`src/rtl/mem_access_ctrl_pkg.sv`:
```
// Shared types and defaults for the MEM-stage data memory access controller.
package mem_access_ctrl_pkg;

  localparam int unsigned XLEN_DEF           = 64;
  localparam int unsigned TIMEOUT_CYCLES_DEF = 16;

  typedef enum logic [1:0] {
    IDLE  = 2'd0,
    BUSY  = 2'd1,
    DONE  = 2'd2,
    ABORT = 2'd3
  } state_e;

  function automatic logic is_dword_aligned(input logic [2:0] lsb);
    return lsb == 3'b000;
  endfunction

endpackage

```
`src/rtl/mem_access_ctrl_if.sv`:
```
// Pipeline-side and data-memory-side signals of the MEM-stage access controller.
interface mem_access_ctrl_if
  import mem_access_ctrl_pkg::*;
#(
  parameter int unsigned XLEN = XLEN_DEF
);

  logic            mem_read;
  logic            mem_write;
  logic [XLEN-1:0] addr;
  logic [XLEN-1:0] wdata;
  logic            dmem_ready;
  logic [XLEN-1:0] dmem_rdata;
  logic            dmem_req;
  logic            dmem_we;
  logic [XLEN-1:0] dmem_addr;
  logic [XLEN-1:0] dmem_wdata;
  logic            stall;
  logic [XLEN-1:0] rdata_out;
  logic            rdata_valid;
  logic            err_timeout;
  logic            err_misalign;
  logic            err_illegal;

  modport slave (
    input  mem_read, mem_write, addr, wdata, dmem_ready, dmem_rdata,
    output dmem_req, dmem_we, dmem_addr, dmem_wdata, stall, rdata_out,
           rdata_valid, err_timeout, err_misalign, err_illegal
  );

  modport master (
    output mem_read, mem_write, addr, wdata, dmem_ready, dmem_rdata,
    input  dmem_req, dmem_we, dmem_addr, dmem_wdata, stall, rdata_out,
           rdata_valid, err_timeout, err_misalign, err_illegal
  );

endinterface

```
`src/rtl/mem_wait_timer.sv`:
```
// Wait-cycle counter: clears on request launch, counts unanswered BUSY cycles.
module mem_wait_timer
  import mem_access_ctrl_pkg::*;
#(
  parameter int unsigned TIMEOUT_CYCLES = TIMEOUT_CYCLES_DEF
) (
  input  logic clk_i,
  input  logic rst_ni,
  input  logic clr_i,
  input  logic en_i,
  output logic expired_o
);

  localparam int unsigned CW = (TIMEOUT_CYCLES > 2) ? $clog2(TIMEOUT_CYCLES) : 1;
  localparam logic [CW-1:0] LAST = CW'(TIMEOUT_CYCLES - 1);

  logic [CW-1:0] cnt_q, cnt_d;

  assign expired_o = (cnt_q == LAST);

  // Saturates at LAST so the count can never wrap back below the expiry point.
  always_comb begin
    cnt_d = cnt_q;
    if (clr_i) begin
      cnt_d = '0;
    end else if (en_i && !expired_o) begin
      cnt_d = cnt_q + CW'(1);
    end
  end

  always_ff @(posedge clk_i or negedge rst_ni) begin
    if (!rst_ni) begin
      cnt_q <= '0;
    end else begin
      cnt_q <= cnt_d;
    end
  end

endmodule

```
`src/rtl/mem_access_ctrl.sv`:
```
// MEM-stage controller: launches one data memory access per load/store,
// stalls the pipeline until it completes or times out, and records errors.
module mem_access_ctrl
  import mem_access_ctrl_pkg::*;
#(
  parameter int unsigned TIMEOUT_CYCLES = TIMEOUT_CYCLES_DEF,
  parameter int unsigned XLEN           = XLEN_DEF
) (
  input  logic              clk,
  input  logic              reset_n,
  mem_access_ctrl_if.slave  bus
);

  state_e          state_q, state_d;
  logic [XLEN-1:0] addr_q, addr_d;
  logic [XLEN-1:0] wdata_q, wdata_d;
  logic [XLEN-1:0] rdata_q, rdata_d;
  logic            we_q, we_d;
  logic            err_to_q, err_to_d;
  logic            err_mis_q, err_mis_d;
  logic            err_ill_q, err_ill_d;

  logic in_idle, one_op, both_ops, aligned, access;
  logic tmr_clr, tmr_en, tmr_expired;

  mem_wait_timer #(
    .TIMEOUT_CYCLES (TIMEOUT_CYCLES)
  ) u_timer (
    .clk_i     (clk),
    .rst_ni    (reset_n),
    .clr_i     (tmr_clr),
    .en_i      (tmr_en),
    .expired_o (tmr_expired)
  );

  // Qualifying with reset_n keeps stall low while reset is held, even if
  // EX/MEM still presents a load or store.
  always_comb begin
    in_idle  = (state_q == IDLE) && reset_n;
    one_op   = bus.mem_read ^ bus.mem_write;
    both_ops = bus.mem_read & bus.mem_write;
    aligned  = is_dword_aligned(bus.addr[2:0]);
    access   = in_idle && one_op && aligned;
  end

  always_comb begin
    state_d   = state_q;
    addr_d    = addr_q;
    wdata_d   = wdata_q;
    we_d      = we_q;
    rdata_d   = rdata_q;
    err_to_d  = err_to_q;
    err_mis_d = err_mis_q;
    err_ill_d = err_ill_q;
    tmr_clr   = 1'b0;
    tmr_en    = 1'b0;

    if (in_idle && both_ops) err_ill_d = 1'b1;
    if (in_idle && one_op && !aligned) err_mis_d = 1'b1;

    unique case (state_q)
      IDLE: begin
        if (access) begin
          state_d = BUSY;
          addr_d  = bus.addr;
          wdata_d = bus.wdata;
          we_d    = bus.mem_write;
          tmr_clr = 1'b1;
        end
      end
      BUSY: begin
        if (bus.dmem_ready) begin
          state_d = DONE;
          if (!we_q) rdata_d = bus.dmem_rdata;
        end else if (tmr_expired) begin
          state_d  = ABORT;
          err_to_d = 1'b1;
        end else begin
          tmr_en = 1'b1;
        end
      end
      DONE:    state_d = IDLE;
      ABORT:   state_d = IDLE;
      default: state_d = IDLE;
    endcase
  end

  always_ff @(posedge clk or negedge reset_n) begin
    if (!reset_n) begin
      state_q   <= IDLE;
      addr_q    <= '0;
      wdata_q   <= '0;
      we_q      <= 1'b0;
      rdata_q   <= '0;
      err_to_q  <= 1'b0;
      err_mis_q <= 1'b0;
      err_ill_q <= 1'b0;
    end else begin
      state_q   <= state_d;
      addr_q    <= addr_d;
      wdata_q   <= wdata_d;
      we_q      <= we_d;
      rdata_q   <= rdata_d;
      err_to_q  <= err_to_d;
      err_mis_q <= err_mis_d;
      err_ill_q <= err_ill_d;
    end
  end

  assign bus.dmem_req     = (state_q == BUSY);
  assign bus.dmem_we      = we_q;
  assign bus.dmem_addr    = addr_q;
  assign bus.dmem_wdata   = wdata_q;
  assign bus.stall        = access || (state_q == BUSY);
  assign bus.rdata_out    = rdata_q;
  assign bus.rdata_valid  = (state_q == DONE) && !we_q;
  assign bus.err_timeout  = err_to_q;
  assign bus.err_misalign = err_mis_q;
  assign bus.err_illegal  = err_ill_q;

endmodule

```
`src/flat_wrapper.sv`:
```
// flat-port wrapper written by rule: the top's interface ports become plain ports
module mem_access_ctrl_flat import mem_access_ctrl_pkg::*;
#(
  parameter int unsigned TIMEOUT_CYCLES = TIMEOUT_CYCLES_DEF,
  parameter int unsigned XLEN           = XLEN_DEF
)
  (clk, reset_n, bus_mem_read, bus_mem_write, bus_addr, bus_wdata, bus_dmem_ready, bus_dmem_rdata, bus_dmem_req, bus_dmem_we, bus_dmem_addr, bus_dmem_wdata, bus_stall, bus_rdata_out, bus_rdata_valid, bus_err_timeout, bus_err_misalign, bus_err_illegal);
  mem_access_ctrl_if #(.XLEN(XLEN)) bus_i ();
  input  logic clk;
  input  logic reset_n;
  input wire logic [$bits(bus_i.mem_read)-1:0] bus_mem_read;
  input wire logic [$bits(bus_i.mem_write)-1:0] bus_mem_write;
  input wire logic [$bits(bus_i.addr)-1:0] bus_addr;
  input wire logic [$bits(bus_i.wdata)-1:0] bus_wdata;
  input wire logic [$bits(bus_i.dmem_ready)-1:0] bus_dmem_ready;
  input wire logic [$bits(bus_i.dmem_rdata)-1:0] bus_dmem_rdata;
  output wire logic [$bits(bus_i.dmem_req)-1:0] bus_dmem_req;
  output wire logic [$bits(bus_i.dmem_we)-1:0] bus_dmem_we;
  output wire logic [$bits(bus_i.dmem_addr)-1:0] bus_dmem_addr;
  output wire logic [$bits(bus_i.dmem_wdata)-1:0] bus_dmem_wdata;
  output wire logic [$bits(bus_i.stall)-1:0] bus_stall;
  output wire logic [$bits(bus_i.rdata_out)-1:0] bus_rdata_out;
  output wire logic [$bits(bus_i.rdata_valid)-1:0] bus_rdata_valid;
  output wire logic [$bits(bus_i.err_timeout)-1:0] bus_err_timeout;
  output wire logic [$bits(bus_i.err_misalign)-1:0] bus_err_misalign;
  output wire logic [$bits(bus_i.err_illegal)-1:0] bus_err_illegal;
  assign bus_i.mem_read = bus_mem_read;
  assign bus_i.mem_write = bus_mem_write;
  assign bus_i.addr = bus_addr;
  assign bus_i.wdata = bus_wdata;
  assign bus_i.dmem_ready = bus_dmem_ready;
  assign bus_i.dmem_rdata = bus_dmem_rdata;
  assign bus_dmem_req = bus_i.dmem_req;
  assign bus_dmem_we = bus_i.dmem_we;
  assign bus_dmem_addr = bus_i.dmem_addr;
  assign bus_dmem_wdata = bus_i.dmem_wdata;
  assign bus_stall = bus_i.stall;
  assign bus_rdata_out = bus_i.rdata_out;
  assign bus_rdata_valid = bus_i.rdata_valid;
  assign bus_err_timeout = bus_i.err_timeout;
  assign bus_err_misalign = bus_i.err_misalign;
  assign bus_err_illegal = bus_i.err_illegal;
  mem_access_ctrl #(.TIMEOUT_CYCLES(TIMEOUT_CYCLES), .XLEN(XLEN)) u_core (.clk(clk), .reset_n(reset_n), .bus(bus_i));
endmodule
```
`config.mk`:
```
export PLATFORM = sky130hd
export DESIGN_NAME = mem_access_ctrl_flat
export DESIGN_NICKNAME = d
export VERILOG_FILES = /design/src/rtl/mem_access_ctrl_pkg.sv /design/src/rtl/mem_access_ctrl_if.sv /design/src/rtl/mem_wait_timer.sv /design/src/rtl/mem_access_ctrl.sv /design/src/flat_wrapper.sv
export SDC_FILE = /design/constraint.sdc
export NUM_CORES = 1
export LEC_CHECK = 0
export CAP_MARGIN = 40
export CELL_PAD_IN_SITES_DETAIL_PLACEMENT = 0
export CELL_PAD_IN_SITES_GLOBAL_PLACEMENT = 2
export CORE_ASPECT_RATIO = 0.75
export CORE_UTILIZATION = 28
export CTS_BUF_LIST = sky130_fd_sc_hd__clkbuf_4 sky130_fd_sc_hd__clkbuf_8
export DETAILED_ROUTE_END_ITERATION = 12
export GPL_TIMING_DRIVEN = 0
export PLACE_DENSITY_LB_ADDON = 0.1
export SYNTH_ARGS = -nofsm -noshare
export SYNTH_HDL_FRONTEND = slang
export SYNTH_SLANG_ARGS = --single-unit
```
`constraint.sdc`:
```
create_clock -name clk -period 2.4 [get_ports clk]
set_clock_uncertainty 0.15 [all_clocks]
set_input_delay 0.36 -clock clk [delete_from_list [all_inputs] [get_ports clk]]
set_output_delay 0.36 -clock clk [all_outputs]
set_load 0.005 [all_outputs]
```
# Yosys cells after proc, flatten, opt, wreduce, memory -nomap -nowiden

Cells that the tools add are included.

Register bits: 202
Bits of input ports: 197
Output and inout bits: 199
Word-level logic and storage cells: 50

Add/subtract/negate cells: 1
Equality and inequality tests: 6
Mux-type cells: 11
Bitwise logic cells: 4
Reductions and logical operators: 19

Operator list:

| kind                                                            | number |
|---|---|
| 4-bit two-way mux                                               | 2 |
| 1-bit logical AND                                               | 7 |
| 2-bit two-way mux                                               | 3 |
| 2-bit case mux with 3 select lines                              | 1 |
| 3-bit AND reduction                                             | 2 |
| 1-bit two-way mux                                               | 5 |
| 4-bit by 1-bit adder with 4-bit output, second input constant   | 1 |
| 2-bit == test, second input constant                            | 2 |
| 4-bit == test, second input constant                            | 1 |
| 2-bit AND reduction                                             | 2 |
| 1-bit zero test                                                 | 3 |
| 3-bit zero test                                                 | 1 |
| 3-bit by 2-bit != test with 1-bit output, second input constant | 1 |
| 2-bit by 1-bit == test with 1-bit output, second input constant | 1 |
| 2-bit zero test                                                 | 1 |
| 2-bit by 1-bit != test with 1-bit output, second input constant | 1 |
| 1-bit inverter                                                  | 2 |
| 2-bit nonzero test                                              | 1 |
| 2-bit OR reduction                                              | 1 |
| 1-bit AND                                                       | 1 |
| 1-bit logical OR                                                | 1 |
| 1-bit bitwise XOR                                               | 1 |

# Depth between registers and ports, before layout

Gate-level depths: netlist of the first run.

Depth after elaboration: 7
Depth in mapped cells: 6
Gate-level depth less buffers: 4

# Modules after synthesis

A second synthesis of the first run with hierarchy kept.

Cells, all modules: 451
Area total of the unflattened synthesis: 7923.8 um^2

Modules (own cells, without submodules):

| module          | instances | cells each | area an instance (um^2) |
|---|---|---|---|
| mem_access_ctrl | 1         | 431        | 7694.9 |
| mem_wait_timer  | 1         | 20         | 229.0 |

# Worst setup path before layout of the first run

Ideal clock, no wire load.

Path kind: input to register
Start point: input port bus_mem_write
End point: register u_core.addr_q[10], in the netlist u_core.bus.dmem_addr[10]
Setup time: 0.125 ns
Data arrival time: 1.585 ns
Data required time: 2.125 ns
Setup slack: 0.540 ns
Stages: 6
Buffers on the path: 2
Cell sequence: ha_1 -> nand4bb_4 -> nor2_4 -> buf_12 -> buf_12 -> mux2_4

Cells in the longest elaborated chain, start to end: 4

RTL lines:

| element                         | RTL line               | RTL |
|---|---|---|
| start, declared                 | flat_wrapper.sv:12     | `input wire logic [$bits(bus_i.mem_write)-1:0] bus_mem_write;` |
| 1-bit bitwise XOR               | mem_access_ctrl.sv:40  | `one_op = bus.mem_read ^ bus.mem_write;` |
| 1-bit logical AND (2 in series) | mem_access_ctrl.sv:43  | `access = in_idle && one_op && aligned;` |
| 2-bit AND reduction (no line)   | --                     |  |
| end signal, assigned            | mem_access_ctrl.sv:100 | `addr_q <= addr_d;` |
| end, declared                   | mem_access_ctrl.sv:15  | `logic [XLEN-1:0] addr_q, addr_d;` |

Every way passes these cells.
A chain may end at the register's enable or synchronous reset.

# Worst setup path after layout of the first run

Start point: input port bus_mem_read
End point: output port bus_stall

Cells in the longest elaborated chain, start to end: 4

RTL lines:

| element                         | RTL line               | RTL |
|---|---|---|
| start, declared                 | flat_wrapper.sv:11     | `input wire logic [$bits(bus_i.mem_read)-1:0] bus_mem_read;` |
| 1-bit bitwise XOR               | mem_access_ctrl.sv:40  |  |
| 1-bit logical AND (2 in series) | mem_access_ctrl.sv:43  |  |
| 1-bit logical OR                | mem_access_ctrl.sv:114 | `assign bus.stall = access \|\| (state_q == BUSY);` |
| end, declared                   | flat_wrapper.sv:21     | `output wire logic [$bits(bus_i.stall)-1:0] bus_stall;` |

Every way passes these cells.

==> results of run 1 <==
[worst max-delay path by stage]
| stage | start | endpoint | slack (ns) | cells after the start |
|---|---|---|---|---|
| 6_report | bus_mem_read | bus_stall | 0.06 | 6 |
| 5_1_grt | bus_mem_read | bus_stall | -0.0004 | 6 |
| 4_1_cts | bus_mem_read | bus_stall | 0.006 | 6 |
| 3_5_place_dp | reset_n | bus_stall | -0.85 | 6 |
| 3_3_place_gp | reset_n | u_core.bus.rdata_out[40] | -7.77 | 1 |
| 2_1_floorplan | bus_mem_write | u_core.bus.dmem_addr[10] | 0.54 | 6 |
[cell usage after synthesis, types with 2 or more instances]
master   instances
a21oi_1          3
and2_1           3
buf_12          11
buf_6            7
buf_8            2
dfrtp_1        202
ha_1             2
mux2_2          89
mux2_4         100
mux2i_1          2
nand2_1          2
nand3_1          4
nor3b_1          3
o21ai_0          4
[layout make-up]
type                    count  area share (%)
diodes                      1          0.0183
clock buffers              61            5.54
inverters                   1          0.0274
repair buffers            408            30.9
clock inverters             3           0.128
plain buffers              21            2.46
well taps                 385            3.52
flip-flops and latches    202            36.9
multi-input cells         226            20.4
[registers in the layout, summed over array words and instances (netlist names)]
register                 flops
u_core.bus.dmem_addr        64
u_core.bus.dmem_wdata       64
u_core.bus.rdata_out        64
u_core.u_timer.cnt_q         4
u_core.state_q               2
u_core.bus.dmem_we           1
u_core.bus.err_illegal       1
u_core.bus.err_misalign      1
u_core.bus.err_timeout       1
[power breakdown]
group,internal (mW),switching (mW),total (mW)
Combinational,3.08,1.13,4.21
Sequential,4.46,0.590,5.05
Clock,1.98,1.44,3.42
Total,9.53,3.15,12.7
[layer usage]
layer | vias to the layer above | wire [um] | global-route usage (%)
met5 | - | 0 | 0
met4 | 0 | 655 | 5.76
met3 | 46 | 2520 | 7.14
met2 | 241 | 12000 | 27.0
met1 | 2668 | 9570 | 18.4
li1 | 2488 | - | -
[worst reg2reg max path, cell delays in order, from the launching register on]
cell      delay (ns)
dfrtp_2         0.43
nand2b_1        0.20
nor3b_1         0.27
buf_4           0.29
buf_6           0.19
mux2_2          0.35
[logic make-up after synthesis]
family / after synthesis / share of synthesized area (%)
DFF: 202 / 61.8
muxes: 192 / 31.0
buffers and inverters: 22 / 4.16
and+or+nand+nor: 22 / 1.97
AOI/OAI and AO/OA: 10 / 0.750
adders and majority gates: 2 / 0.306
[through the flow]
step / hold WS, ns / TNS, ns / util (%) / power (mW)
3_5_place_dp: 0.299 / -60.24 / 44.6 / 9.31
2_1_floorplan: -0.0856 / 0 / - / 6.38
3_3_place_gp: 0.299 / -2511.74 / 44.4 / 9.23
5_1_grt: 0.107 / -0.000418 / 48.2 / 13.4
6_report: 0.143 / 0 / 48.2 / 12.7
4_1_cts: 0.0868 / 0 / 48.2 / 12.9
[what timing repair did]
action,4_1_cts,5_1_grt
gates cloned,2,0
gates resized for setup,6,3
setup endpoints to repair,1,3
buffers inserted,1,1
pin swaps,1,1
hold endpoints to repair,148,0
hold buffers,8,0
==> results.json, run 1 <==
{
  "startpoint_type": "input port",
  "hp-class": "in2reg",
  "synth-main-ff-cell": "dfrtp_1",
  "cts_tree": "done",
  "power_leakage_nw": 5.87,
  "synth_nets": 649,
  "synthTopCellsByArea": "dfrtp_1, mux2_4, mux2_2, buf_12, buf_6",
  "wl_per_cell_um": 18.9,
  "vias": 5443,
  "arrival_ns": 1.83,
  "hpwlAfterDp_mm": 17.9,
  "synth-edff-count": 0,
  "rows": 53,
  "yosysTopAreaCellShare_pct": 61.8,
  "worstMarginPinSlew_ns": 0.458,
  "die_h_um": 150,
  "dieArea_um2": 29900,
  "cellPowerDensity_nw_per_um2": 927,
  "postPlaceCellArea_um2": 12600,
  "hold_viol_final": 0,
  "ff2ff_path_depth": 5,
  "pin_count": 396,
  "clkTransAtPathRegs_ns": 0.06,
  "clock_tree.buffer_depth": 3,
  "ys_seq_elements": 202,
  "htree_levels": 2,
  "clock.fmax_mhz": 427,
  "setup_viol": 0,
  "crit_fanout": 4,
  "synth_seq_area_share_pct": 61.8,
  "grt_pass1_wl_mm": 36.3,
  "yosys_warnings": 0,
  "layout_common_cells": "clkdlybuf4s50_1, dfrtp_1, mux2_4",
  "worst_slack_ns": 0.0580,
  "multi_input_area_um2": 2800,
  "reg2reg_setup_slack_ns": 0.41,
  "grt_usage_pct": 16.2,
  "cts_buffers": 37,
  "cts_sinks": 202,
  "design_area_um2": 13700,
  "yosys.area.top_type": "dfrtp_1",
  "hold_end": "u_core.bus.err_misalign",
  "io_buffers": 395,
  "synthCells": 450,
  "path_delay_family": "buffers and inverters",
  "core-area_um2": 28400,
  "final_cells": 1308,
  "grt_start_max_net_pins": 55,
  "syn_area_um2": 8180,
  "antenna_found_initial": 2,
  "clk-insertion-delay-late_ns": 0.52,
  "drt_iter0_drc": 82,
  "reg2reg_to": "u_core.bus.rdata_out[44]",
  "synth_cell_types": 30,
  "critical_path_class": "in2out",
  "nNetsFinal": 1096,
  "crit_required_ns": 1.89,
  "dp_cells": 1231,
  "overflow": 0,
  "holdPathStages": 4,
  "max_stage_delay_ns": 0.45,
  "end_kind": "output port",
  "viasPerCell": 4.16,
  "drv_cap": 0,
  "timing.slew.headroom_pct": 69.4,
  "gp_congestion": 0.741,
  "synthArstFlopShare_pct": 100,
  "timing.final.crit_share_pct": 97.6,
  "syn_avg_cell_area_um2": 18.2,
  "die_w_um": 199,
  "crit_chain": "clkdlybuf4s50_1 > ha_4 > nand4bb_4 > or2_4 > nand2_1 > clkdlybuf4s15_1",
  "grt_pass1_vias": 6151,
  "peakVddDrop_mv": 0.440,
  "cpMaxStageDelayCell": "clkdlybuf4s50_1",
  "r2r_start": "u_core.state_q[1]",
  "status": "finished, final reports clean",
  "final.min_clock_period_ns": 2.34,
  "drc": 0,
  "seq_area_um2": 5060,
  "cts_root_buf": "clkbuf_8",
  "dr.pass1.iters": 4,
  "route.final.wire_length_mm": 24.8,
  "post_route_cells_drive_above_1_share_pct": 31.6,
  "area_growth_pct": 67.3,
  "ant_nets": 0,
  "start_util_pct": 28.8,
  "hp-start": "reset_n",
  "worst-path-buf-inv": 2,
  "pre_cts_ws_ns": -0.852,
  "drv_slew": 0,
  "mostFrequentLayoutCell": "clkdlybuf4s50_1",
  "fillers": 2507
}
Note: power is estimated with default switching activity, not from simulation.
==> run 2, diff against run 1 <==
Settings changed: PLACE_DENSITY set to 0.82, PLACE_DENSITY_LB_ADDON 0.1 to not set.
Clock period 2.4 ns to 2.3 ns, I/O delays scaled along.
==> run 2 against run 1 <==
The flow now finishes with violations (negative hold slack). Wire length down 7.5%. Critical path type unchanged. Critical path depth shrank 1. Global-route usage fell by 1.2 points. First-iteration DRC count increased by 27%. Largest cell class unchanged. Count of clock-buffer cells in the layout is 4 lower. Sequential cell count is the same. Via count decreased by 0.81%. Clock power up 6.4%. Largest power group unchanged.
==> results.json, run 2 (synthesized netlist as in run 1, its figures left out) <==
{
  "vias": 5399,
  "grt_start_max_net_pins": 107,
  "viasPerCell": 4.17,
  "hold_ws_ns": -0.394,
  "mostFrequentLayoutCell": "clkdlybuf4s50_1",
  "io_buffers": 395,
  "hpwlAfterDp_mm": 16.7,
  "pre_cts_ws_ns": -0.469,
  "cts_tree": "done",
  "clkTransAtPathRegs_ns": 0.06,
  "route.final.wire_length_mm": 22.9,
  "utilization_pct": 47.5,
  "grt_pass1_vias": 5687,
  "antenna_found_initial": 0,
  "grt_usage_pct": 15.0,
  "die_w_um": 199,
  "timing.final.crit_share_pct": 97.0,
  "rows": 53,
  "clk-insertion-delay-late_ns": 0.51,
  "hold_viol_final": 96,
  "status": "finished, violations left",
  "overflow": 0,
  "pin_count": 396,
  "drc": 0,
  "worst_slack_ns": 0.0687,
  "clock.fmax_mhz": 448,
  "worstMarginPinSlew_ns": 0.604,
  "final.min_clock_period_ns": 2.23,
  "layout_common_cells": "clkdlybuf4s50_1, dfrtp_1, mux2_4",
  "peakVddDrop_mv": 0.401,
  "end_kind": "output port",
  "dieArea_um2": 29900,
  "start_util_pct": 28.8,
  "design_area_um2": 13500,
  "grt_setup_unrepaired": "no",
  "drt_iter0_drc": 104,
  "power_leakage_nw": 5.76,
  "area_growth_pct": 64.7,
  "ant_nets": 0,
  "dr.pass1.iters": 4,
  "drv_cap": 0,
  "critical_path_class": "in2out",
  "crit_required_ns": 1.80,
  "wl_per_cell_um": 17.7,
  "postPlaceCellArea_um2": 12600,
  "gp_congestion": 0.737,
  "cellPowerDensity_nw_per_um2": 981,
  "fillers": 2553,
  "cts_root_buf": "clkbuf_8",
  "arrival_ns": 1.74,
  "cts_buffers": 37,
  "clock_tree.buffer_depth": 3,
  "cts_sinks": 202,
  "die_h_um": 150,
  "failed_checks": "negative hold slack",
  "grt_pass1_wl_mm": 34.0,
  "antenna_cells": 0,
  "timing.slew.headroom_pct": 59.7,
  "nNetsFinal": 1088,
  "post_route_cells_drive_above_1_share_pct": 31.1,
  "crit_fanout": 5,
  "drv_slew": 0,
  "htree_levels": 2,
  "startpoint_type": "input port",
  "core-area_um2": 28400,
  "hp-class": "in2async",
  "setup_viol": 0,
  "finalSetupTns_ns": 0
}
[run 2: cell type report]
class	instances	area [um^2]	share of cell area, %
timing repair buffer	400	4020	29.8
buffer	21	337	2.50
inverter	1	3.75	0.0279
tap	385	482	3.58
multi-input combinational	226	2810	20.8
clock buffer	57	703	5.22
clock inverter	3	65.1	0.483
sequential	202	5050	37.5
[run 2: what timing repair did]
action                                 in CTS  in global routing
setup buffers                               3                  1
resized for setup                           8                  1
endpoints found under the hold margin      96                 96
pin swaps                                   1                  1
cloned                                      0                  0
setup endpoints to repair                   2                  1
[run 2: worst paths after layout]
kind	endpoint	cells past startpoint	slack, ns	start
min	u_core.bus.dmem_wdata[61]	1	-0.39	reset_n
min reg2reg	u_core.bus.err_timeout	1	0.31	u_core.bus.err_timeout
max in group asynchronous	u_core.bus.rdata_out[11]	2	1.46	reset_n
min in group clk	u_core.bus.dmem_we	2	0.15	bus_mem_write
max reg2reg	u_core.bus.rdata_out[41]	6	0.18	u_core.state_q[1]
max	bus_stall	5	0.07	bus_addr[1]
[run 2: metrics by stage]
step / power, mW / std cells
after global placement: 9.62 / 1230
after detailed placement: 9.66 / 1231
after floorplan: 6.66 / 450
after global routing: 14.0 / 1295
after CTS: 13.4 / 1294
final: 13.2 / 1295
[run 2: critical path, cell delays in order]
cell and delay [ns]:
clkdlybuf4s50_1 0.40, or3_4 0.44, or2_4 0.27, nand2_1 0.06, clkdlybuf4s15_1 0.21
[run 2: routing by layer]
| metal | global-route usage [%] | up-vias | wire length [um] |
|---|---|---|---|
| met5 | 0 | - | 0 |
| met4 | 4.50 | 0 | 343 |
| met3 | 6.56 | 33 | 2520 |
| met2 | 22.9 | 243 | 10400 |
| met1 | 19.1 | 2652 | 9710 |
| li1 | - | 2471 | - |
[run 2: power breakdown]
group	internal (mW)	switching (mW)	total, mW
Combinational	3.18	1.15	4.32
Sequential	4.66	0.594	5.25
Clock	2.15	1.49	3.64
